**config.mk**
```make
export PLATFORM = sky130hd
export DESIGN_NAME = video_timing
export DESIGN_NICKNAME = d
export VERILOG_FILES = /design/src/rtl/video_pkg.sv /design/src/rtl/video_axis_cnt.sv /design/src/rtl/video_timing.sv
export SDC_FILE = /design/constraint.sdc
export NUM_CORES = 1
export LEC_CHECK = 0
export BUFFER_PORTS_ARGS = -buffer_cell sky130_fd_sc_hd__buf_2
export CORE_MARGIN = 2
export CORE_UTILIZATION = 35
export CTS_CLUSTER_DIAMETER = 60
export DETAILED_ROUTE_END_ITERATION = 7
export PLACE_DENSITY_LB_ADDON = 0.25
export SLEW_MARGIN = 20
export SYNTH_ARGS = -nofsm -noshare
export SYNTH_HDL_FRONTEND = slang
export SYNTH_HIERARCHICAL = 1
export SYNTH_SLANG_ARGS = --single-unit
```
**constraint.sdc**
```tcl
create_clock -name clk_sys -period 3.6 [get_ports clk_sys]
set_input_delay 0.36 -clock clk_sys [delete_from_list [all_inputs] [get_ports clk_sys]]
set_output_delay 0.36 -clock clk_sys [all_outputs]
set_load 0.01 [all_outputs]
```
**src/rtl/video_pkg.sv**
```systemverilog
// video_pkg -- shared definitions for the video timing generator.
//
// Contents:
//   coord_t      10-bit unsigned raster coordinate (hcount / vcount)
//   phase_t      per-axis phase: ACTIVE -> FP -> SYNC -> BP -> ACTIVE
//   DEF_*        default timing constants (768x256 active raster)
//   next_phase() phase that follows a given one, skipping zero-length
//                porch/sync phases
package video_pkg;

  typedef logic [9:0] coord_t;

  typedef enum logic [1:0] {
    PH_ACTIVE = 2'd0,
    PH_FP     = 2'd1,
    PH_SYNC   = 2'd2,
    PH_BP     = 2'd3
  } phase_t;

  // All counter arithmetic is 10-bit, so neither axis may exceed this.
  localparam int COORD_RANGE = 1024;

  localparam int DEF_H_ACTIVE = 768;
  localparam int DEF_H_FP     = 32;
  localparam int DEF_H_SYNC   = 64;
  localparam int DEF_H_BP     = 160;

  localparam int DEF_V_ACTIVE = 256;
  localparam int DEF_V_FP     = 24;
  localparam int DEF_V_SYNC   = 4;
  localparam int DEF_V_BP     = 36;

  // Phase entered when 'cur' ends. Empty phases are skipped; after BP
  // (or when every later phase is empty) the axis wraps to ACTIVE.
  function automatic phase_t next_phase(input phase_t cur, input int fp,
                                        input int sync, input int bp);
    phase_t nxt;
    nxt = PH_ACTIVE;
    case (cur)
      PH_ACTIVE: begin
        if (fp > 0)        nxt = PH_FP;
        else if (sync > 0) nxt = PH_SYNC;
        else if (bp > 0)   nxt = PH_BP;
        else               nxt = PH_ACTIVE;
      end
      PH_FP: begin
        if (sync > 0)      nxt = PH_SYNC;
        else if (bp > 0)   nxt = PH_BP;
        else               nxt = PH_ACTIVE;
      end
      PH_SYNC: begin
        if (bp > 0)        nxt = PH_BP;
        else               nxt = PH_ACTIVE;
      end
      default:             nxt = PH_ACTIVE;
    endcase
    return nxt;
  endfunction

endpackage

```
**src/rtl/video_axis_cnt.sv**
```systemverilog
// video_axis_cnt -- one raster axis: position counter plus phase FSM.
// Used once for the horizontal axis and once for the vertical axis.
//
// Ports:
//   clk_sys  in   master clock
//   reset    in   synchronous active-high reset (count=0, phase=ACTIVE)
//   ce       in   pixel clock enable
//   wrap_en  in   axis may advance this enable (1 for horizontal, the
//                 horizontal wrap for vertical)
//   count    out  current position, 0..TOTAL-1
//   phase    out  current phase (also serves as the FSM debug view)
//   wrap     out  count is at TOTAL-1; the next step returns to 0
module video_axis_cnt
  import video_pkg::*;
#(
  parameter int ACTIVE = DEF_H_ACTIVE,
  parameter int FP     = DEF_H_FP,
  parameter int SYNC   = DEF_H_SYNC,
  parameter int BP     = DEF_H_BP
) (
  input  logic   clk_sys,
  input  logic   reset,
  input  logic   ce,
  input  logic   wrap_en,
  output coord_t count,
  output phase_t phase,
  output logic   wrap
);

  localparam int TOTAL = ACTIVE + FP + SYNC + BP;

  if (TOTAL > COORD_RANGE) begin : g_total_too_large
    $error("video_axis_cnt: TOTAL=%0d exceeds 10-bit coordinate range", TOTAL);
  end
  if (ACTIVE < 1) begin : g_no_active
    $error("video_axis_cnt: ACTIVE must be at least 1");
  end

  // Last position of each phase; a phase ends when the counter steps
  // past its last position.
  localparam coord_t END_ACT  = coord_t'(ACTIVE - 1);
  localparam coord_t END_FP   = coord_t'(ACTIVE + FP - 1);
  localparam coord_t END_SYNC = coord_t'(ACTIVE + FP + SYNC - 1);
  localparam coord_t LAST     = coord_t'(TOTAL - 1);

  coord_t count_q;
  phase_t phase_q;
  phase_t phase_d;
  coord_t phase_end;
  logic   step;

  assign step  = ce & wrap_en;
  assign wrap  = (count_q == LAST);
  assign count = count_q;
  assign phase = phase_q;

  always_ff @(posedge clk_sys) begin
    if (reset) begin
      count_q <= '0;
      phase_q <= PH_ACTIVE;
    end else begin
      phase_q <= phase_d;
      if (step) count_q <= wrap ? '0 : count_q + 10'd1;
    end
  end

  always_comb begin
    phase_end = LAST;
    phase_d   = phase_q;
    case (phase_q)
      PH_ACTIVE: phase_end = END_ACT;
      PH_FP:     phase_end = END_FP;
      PH_SYNC:   phase_end = END_SYNC;
      default:   phase_end = LAST;
    endcase
    if (step && (count_q == phase_end))
      phase_d = next_phase(phase_q, FP, SYNC, BP);
  end

endmodule

```
**src/rtl/video_timing.sv**
```systemverilog
// video_timing -- raster timing generator with registered RGB/sync output.
//
// Ports:
//   clk_sys           in   master clock (only clock)
//   reset             in   synchronous active-high reset
//   ce_pix            in   pixel clock enable; everything advances only here
//   R_in/G_in/B_in    in   core pixel for the current hcount/vcount
//   border_rgb        in   border colour (only with VIDEO_TIMING_BORDER_EN)
//   hcount/vcount     out  current raster position (combinational)
//   pix_req           out  current position is an informative active pixel
//   R/G/B             out  registered pixel, zero while blanking
//   HSync/VSync       out  registered positive sync pulses
//   HBlank/VBlank     out  registered blanking flags
//   line_start        out  same as HBlank; its fall marks the first pixel
//
// Optional feature: define VIDEO_TIMING_BORDER_EN to add BORDER_H/BORDER_V
// and border_rgb; the outer BORDER_H pixels / BORDER_V lines of the active
// area then show border_rgb with pix_req=0 (blanking flags unaffected).
//
// All registered outputs describe the position of the previous enable, so
// they lag hcount/vcount by exactly one ce_pix and are mutually aligned.
module video_timing
  import video_pkg::*;
#(
  parameter int H_ACTIVE = DEF_H_ACTIVE,
  parameter int H_FP     = DEF_H_FP,
  parameter int H_SYNC   = DEF_H_SYNC,
  parameter int H_BP     = DEF_H_BP,
  parameter int V_ACTIVE = DEF_V_ACTIVE,
  parameter int V_FP     = DEF_V_FP,
  parameter int V_SYNC   = DEF_V_SYNC,
  parameter int V_BP     = DEF_V_BP
`ifdef VIDEO_TIMING_BORDER_EN
  ,
  parameter int BORDER_H = 0,
  parameter int BORDER_V = 0
`endif
) (
  input  logic        clk_sys,
  input  logic        reset,
  input  logic        ce_pix,
  input  logic [7:0]  R_in,
  input  logic [7:0]  G_in,
  input  logic [7:0]  B_in,
`ifdef VIDEO_TIMING_BORDER_EN
  input  logic [23:0] border_rgb,
`endif
  output logic [9:0]  hcount,
  output logic [9:0]  vcount,
  output logic        pix_req,
  output logic [7:0]  R,
  output logic [7:0]  G,
  output logic [7:0]  B,
  output logic        HSync,
  output logic        VSync,
  output logic        HBlank,
  output logic        VBlank,
  output logic        line_start
);

  // VSync is re-evaluated only at the first HSync pixel so its edges line
  // up with HSync rising edges.
  localparam coord_t H_SYNC_START = coord_t'(H_ACTIVE + H_FP);

  coord_t      h_cnt;
  coord_t      v_cnt;
  phase_t      h_phase;
  phase_t      v_phase;
  logic        h_wrap;
  logic        frame_wrap_unused;
  logic        active;
  logic        in_border;
  logic [23:0] pix_rgb;

  logic [7:0]  r_q, g_q, b_q;
  logic        hsync_q, vsync_q, hblank_q, vblank_q;

  video_axis_cnt #(
    .ACTIVE (H_ACTIVE),
    .FP     (H_FP),
    .SYNC   (H_SYNC),
    .BP     (H_BP)
  ) u_h_axis (
    .clk_sys (clk_sys),
    .reset   (reset),
    .ce      (ce_pix),
    .wrap_en (1'b1),
    .count   (h_cnt),
    .phase   (h_phase),
    .wrap    (h_wrap)
  );

  video_axis_cnt #(
    .ACTIVE (V_ACTIVE),
    .FP     (V_FP),
    .SYNC   (V_SYNC),
    .BP     (V_BP)
  ) u_v_axis (
    .clk_sys (clk_sys),
    .reset   (reset),
    .ce      (ce_pix),
    .wrap_en (h_wrap),
    .count   (v_cnt),
    .phase   (v_phase),
    .wrap    (frame_wrap_unused)
  );

  assign hcount = h_cnt;
  assign vcount = v_cnt;
  assign active = (h_phase == PH_ACTIVE) && (v_phase == PH_ACTIVE);

`ifdef VIDEO_TIMING_BORDER_EN
  assign in_border = (h_cnt < coord_t'(BORDER_H)) ||
                     (h_cnt >= coord_t'(H_ACTIVE - BORDER_H)) ||
                     (v_cnt < coord_t'(BORDER_V)) ||
                     (v_cnt >= coord_t'(V_ACTIVE - BORDER_V));
`else
  assign in_border = 1'b0;
`endif

  assign pix_req = active && !in_border;

  always_comb begin
    pix_rgb = 24'h000000;
    if (active) begin
`ifdef VIDEO_TIMING_BORDER_EN
      if (in_border) pix_rgb = border_rgb;
      else           pix_rgb = {R_in, G_in, B_in};
`else
      pix_rgb = {R_in, G_in, B_in};
`endif
    end
  end

  always_ff @(posedge clk_sys) begin
    if (reset) begin
      r_q      <= 8'h00;
      g_q      <= 8'h00;
      b_q      <= 8'h00;
      hsync_q  <= 1'b0;
      vsync_q  <= 1'b0;
      hblank_q <= 1'b1;
      vblank_q <= 1'b1;
    end else if (ce_pix) begin
      {r_q, g_q, b_q} <= pix_rgb;
      hsync_q  <= (h_phase == PH_SYNC);
      hblank_q <= (h_phase != PH_ACTIVE);
      vblank_q <= (v_phase != PH_ACTIVE);
      if (h_cnt == H_SYNC_START) vsync_q <= (v_phase == PH_SYNC);
    end
  end

  assign R          = r_q;
  assign G          = g_q;
  assign B          = b_q;
  assign HSync      = hsync_q;
  assign VSync      = vsync_q;
  assign HBlank     = hblank_q;
  assign VBlank     = vblank_q;
  assign line_start = hblank_q;

endmodule

```
# Word level (Yosys, flattened, before mapping)
# Index checks and enable logic that the tools add are counted.
# Widths: inputs -> output; s select.
dict set report classes {
  n_addsub 2
  n_eq_ne 9
  n_mux 7
  bitwise_logic 1
  n_reduce_logical 8
}
# op count
set op_table {}
lappend op_table {{$pmux 9 s3} 2}
lappend op_table {{$mux 24} 1}
lappend op_table {{$add 10x1->10 const B} 2}
lappend op_table {{$eq 10x10->1 const B} 2}
lappend op_table {{$mux 10} 2}
lappend op_table {{$pmux 2 s3} 2}
lappend op_table {{$eq 10x10->1} 1}
lappend op_table {{$eq 10x9->1} 1}
lappend op_table {{$eq 10x9->1 const B} 1}
lappend op_table {{$eq 2x1->1 const B} 2}
lappend op_table {{$eq 2x2->1 const B} 2}
lappend op_table {{$logic_not 2->1} 2}
lappend op_table {{$reduce_bool 2->1} 2}
lappend op_table {{$logic_and 1x1->1} 3}
lappend op_table {{$reduce_and 2->1} 1}
lappend op_table {{$and 1x1->1} 1}
dict set report word_totals {
  regBits 52
  input_bits 27
  out_inout_bits 50
  wordCells 38
}

# Depth between registers and ports, before layout
dict set report logic_depth {
  ltp_word 4
  depth_mapped 7
  ltp_nobuf 7
}

# Modules after synthesis
# The synthesis kept the hierarchy.
# module instances cells_each area_per_inst_um2
set by_module_without_submodules {}
lappend by_module_without_submodules {video_timing 1 133 1222.4}
lappend by_module_without_submodules {{video_axis_cnt at u_v_axis} 1 75 703.2}
lappend by_module_without_submodules {{video_axis_cnt at u_h_axis} 1 76 679.4}

# Worst setup path after synthesis
# OpenSTA, ideal clock, no wires.
dict set report synth_timing {
  kind {reg2reg}
  from {register u_h_axis.count_q[0], in the netlist u_h_axis/count[0]}
  to {register u_v_axis.phase_q[0], in the netlist u_v_axis/phase[0]}
  setup_time_ns 0.121
  arrival_ns 2.041
  required_time_ns 3.479
  path_slack_ns 1.438
  path_stages_with_launch 8
  path_buffers 0
  period_less_slack_ns 2.162
  path_cell_list {dfxtp_1 -> ha_1 -> nand2_1 -> nor3_1 -> and3_1 -> nand4_1 -> a2111oi_4 -> mux2_2}
}
dict set report synth_between {
  elab_chain_len 3
}
# element line_no
set synth_rtl {}
lappend synth_rtl {{start, declared} video_axis_cnt.sv:46} ;# coord_t count_q;
lappend synth_rtl {{start signal, assigned} video_axis_cnt.sv:63} ;# if (step) count_q <= wrap ? '0 : count_q + 10'd1;
lappend synth_rtl {{$eq 10x10->1} video_axis_cnt.sv:53} ;# assign wrap = (count_q == LAST);
lappend synth_rtl {{net h_wrap} video_timing.sv:69} ;# logic h_wrap;
lappend synth_rtl {{$and 1x1->1} video_axis_cnt.sv:52} ;# assign step = ce & wrap_en;
lappend synth_rtl {{$logic_and 1x1->1} video_axis_cnt.sv:76} ;# if (step && (count_q == phase_end))
lappend synth_rtl {{end signal, assigned} video_axis_cnt.sv:62} ;# phase_q <= phase_d;
lappend synth_rtl {{end, declared} video_axis_cnt.sv:47} ;# phase_t phase_q;
# The timed path passes the listed nets, and every way through them passes these cells.
# A chain may end at the register's enable or synchronous reset.

# Worst setup path in the final report
# Ends and elaborated chain as after synthesis.

==> results by group <==
Status
  – Run status: finished, final reports clean

Power and ir drop
  – Final Power: 1100 uW
  – Comb power frac: 9.1%
  – Clk pwr share: 36.2%
  – Power per standard cell area: 350 nW/um^2
  – Maximum vdd drop: 0.000155 V
  – Sequential power share: 54.7%
  – Cell internal pwr: 845 uW
  – Fraction of power spent switching nets: 23.2%
  – Leakage: 0.00132 uW
  – Sw power: 255 uW

Worst setup path
  – Worst EP required: 3.80 ns
  – Worst Path Max Fanout: 5
  – Crit start category: flip-flop
  – Critical path's top delay family: simple AND/OR/NAND/NOR gates
  – CP arrival: 2.58 ns
  – Worst path slowest cell: dfxtp_1
  – CP max stage delay: 0.42 ns
  – Critical path class: reg2reg
  – CP endpoint kind: flip-flop
  – CP Cell Sequence: ha_1, nand2_1, nor3_1, and3_1, nand4_1, a2111oi_4, mux2_2
  – WP buf/inv: 0

Finish
  – Layout cells sized above 1: 30.2%
  – Multi-input gate area: 1460 sq um
  – ANT cells: 0
  – Cell area after layout: 3150 sq um
  – Area Overhead vs Synth: 20.9%
  – Fillers: 718
  – Nets@finish: 396
  – Reg area: 1040 sq um

CTS
  – Inserted Clock Buffers: 5
  – # Post-CTS Setup Buffers: 0
  – CTS Hold Buffers Added: 0
  – Clock Latency Late Sink: 0.31 ns
  – H-tree Lvls: 2
  – Resized Gates After CTS: 0
  – Bufs on Longest Clock Path: 2
  – CTS tree: built
  – Root Buffer: clkbuf_8
  – Register clock-pin slew on the reported worst setup and hold paths: 0.09 ns
  – CTS Sinks: 52

Floorplan
  – Initial Util: 36.1%
  – Die Wd: 90.2 um
  – Core area: 7210 sq um
  – Die Ht: 90.2 um
  – Die area: 8140 sq um
  – Io pins: 77
  – Row count: 31

STA
  – Worst Clk Skew: 0.00635 ns
  – Fin Hold WS: 0.311 ns
  – Setup violators final: 0
  – Sum of negative setup slack: 0 ns
  – Slew @ Worst Pin: 0.881 ns
  – Fin. Hold Viols: 0
  – Part of the cycle the worst path needs: 65.9%
  – Max-slew violation count: 0
  – Max Clock Freq: 421 MHz
  – Slew margin rel.: 40.8%
  – RSZ-0062 raised after global routing: no
  – Tmin final: 2.37 ns

Placement
  – GP Congestion: 0.806
  – Port bufs: 76
  – Placed Area: 3040 sq um
  – Dpl hpwl: 3860 um

Detailed routing
  – Via/cell ratio: 4.79
  – Post-route antenna net violation count: 0
  – DR vias: 2189
  – DRT iter0 DRCs: 95
  – 1st-pass router iterations: 4
  – WL/cell: 12.3 um
  – Drt drc: 0
  – Routed wire length: 5640 um

Global routing
  – First-pass GRT wire length: 9520 um
  – Initial antenna violation count: 0
  – Total global routing overflow: 0
  – Vias in the first global route: 2076
  – Largest net degree at the start of global routing: 62
  – Total GRT Usage: 13.9%

Synth
  – Syn_area_per_cell: 9.19 sq um
  – Synthesized cell area: 2600 sq um
  – Synth warnings: 6
  – Post-Syn Instances: 283

Run
  – Number of max-cap violations: 0

Hold path
  – Worst Hold Class: in2reg
-- worst reg2reg max path, stage by stage (launching register included) --
cell,delay (ns)
dfxtp_1,0.42
ha_1,0.27
nand2_1,0.07
nor3_1,0.40
and3_1,0.33
nand4_1,0.15
a2111oi_4,0.27
mux2_2,0.37
-- through the flow --
step	util, %	worst slack [ns]	instances
2_1_floorplan	-	1.44	285
3_3_place_gp	42.1	1.31	449
3_5_place_dp	42.1	1.25	449
4_1_cts	43.6	1.23	457
5_1_grt	43.6	1.11	457
6_report	43.6	1.23	457
-- worst paths after layout --
path / from / end / slack, ns / depth (start not counted)
max reg2reg: u_h_axis/count[0] / u_v_axis/phase[0] / 1.23 / 7
max: u_h_axis/count[0] / u_v_axis/phase[0] / 1.23 / 7
min reg2reg: G[6] / G[6] / 0.47 / 2
min: G_in[2] / G[2] / 0.31 / 3
-- layout make-up --
cell class | instances | share of cell area (%)
multi-input cells | 215 | 46.4
well taps | 99 | 3.94
flip-flops and latches | 52 | 33.1
clock buffers | 6 | 2.31
inverters | 5 | 0.597
clock inverters | 2 | 1.11
repair buffers | 78 | 12.6
-- state kept, by name (all words and copies together) (netlist names), 2 cells and up --
register / count
G: 8
B: 8
R: 8
u_h_axis/count: 10
u_v_axis/count: 10
u_v_axis/phase: 2
u_h_axis/phase: 2
-- per-layer routing --
metal	global-route usage (%)	part of all wire, %
met5	0	0
met4	5.00	1.3
met3	3.60	6.6
met2	20.1	41
met1	20.0	51
-- placed cells by master (no fill, tap or decap), types with 2 or more instances in the layout --
cell	count
a21oi_1	24
a21oi_2	9
and3_1	2
and4_1	3
buf_2	76
buf_4	2
clkbuf_8	5
conb_1	3
dfxtp_1	52
ha_1	12
inv_1	5
mux2i_1	2
nand2_1	9
nand2b_1	25
nand3_1	28
nand3_2	3
nand3b_1	2
nand4_1	9
nor2_1	28
nor3_1	4
o21ai_0	3
or2_2	2
or2b_1	5
or3_1	2
xnor2_1	10
xor2_1	13
-- power by group through the flow --
stage / registers (uW) / clock network, uW / logic (uW)
CTS: 602 / 418 / 101
floorplan: 624 / 0 / 51.2
detailed placement: 615 / 0 / 100
global route: 604 / 439 / 111
finish: 602 / 398 / 99.7
global placement: 615 / 0 / 101
(Power assumes the default switching activity.)
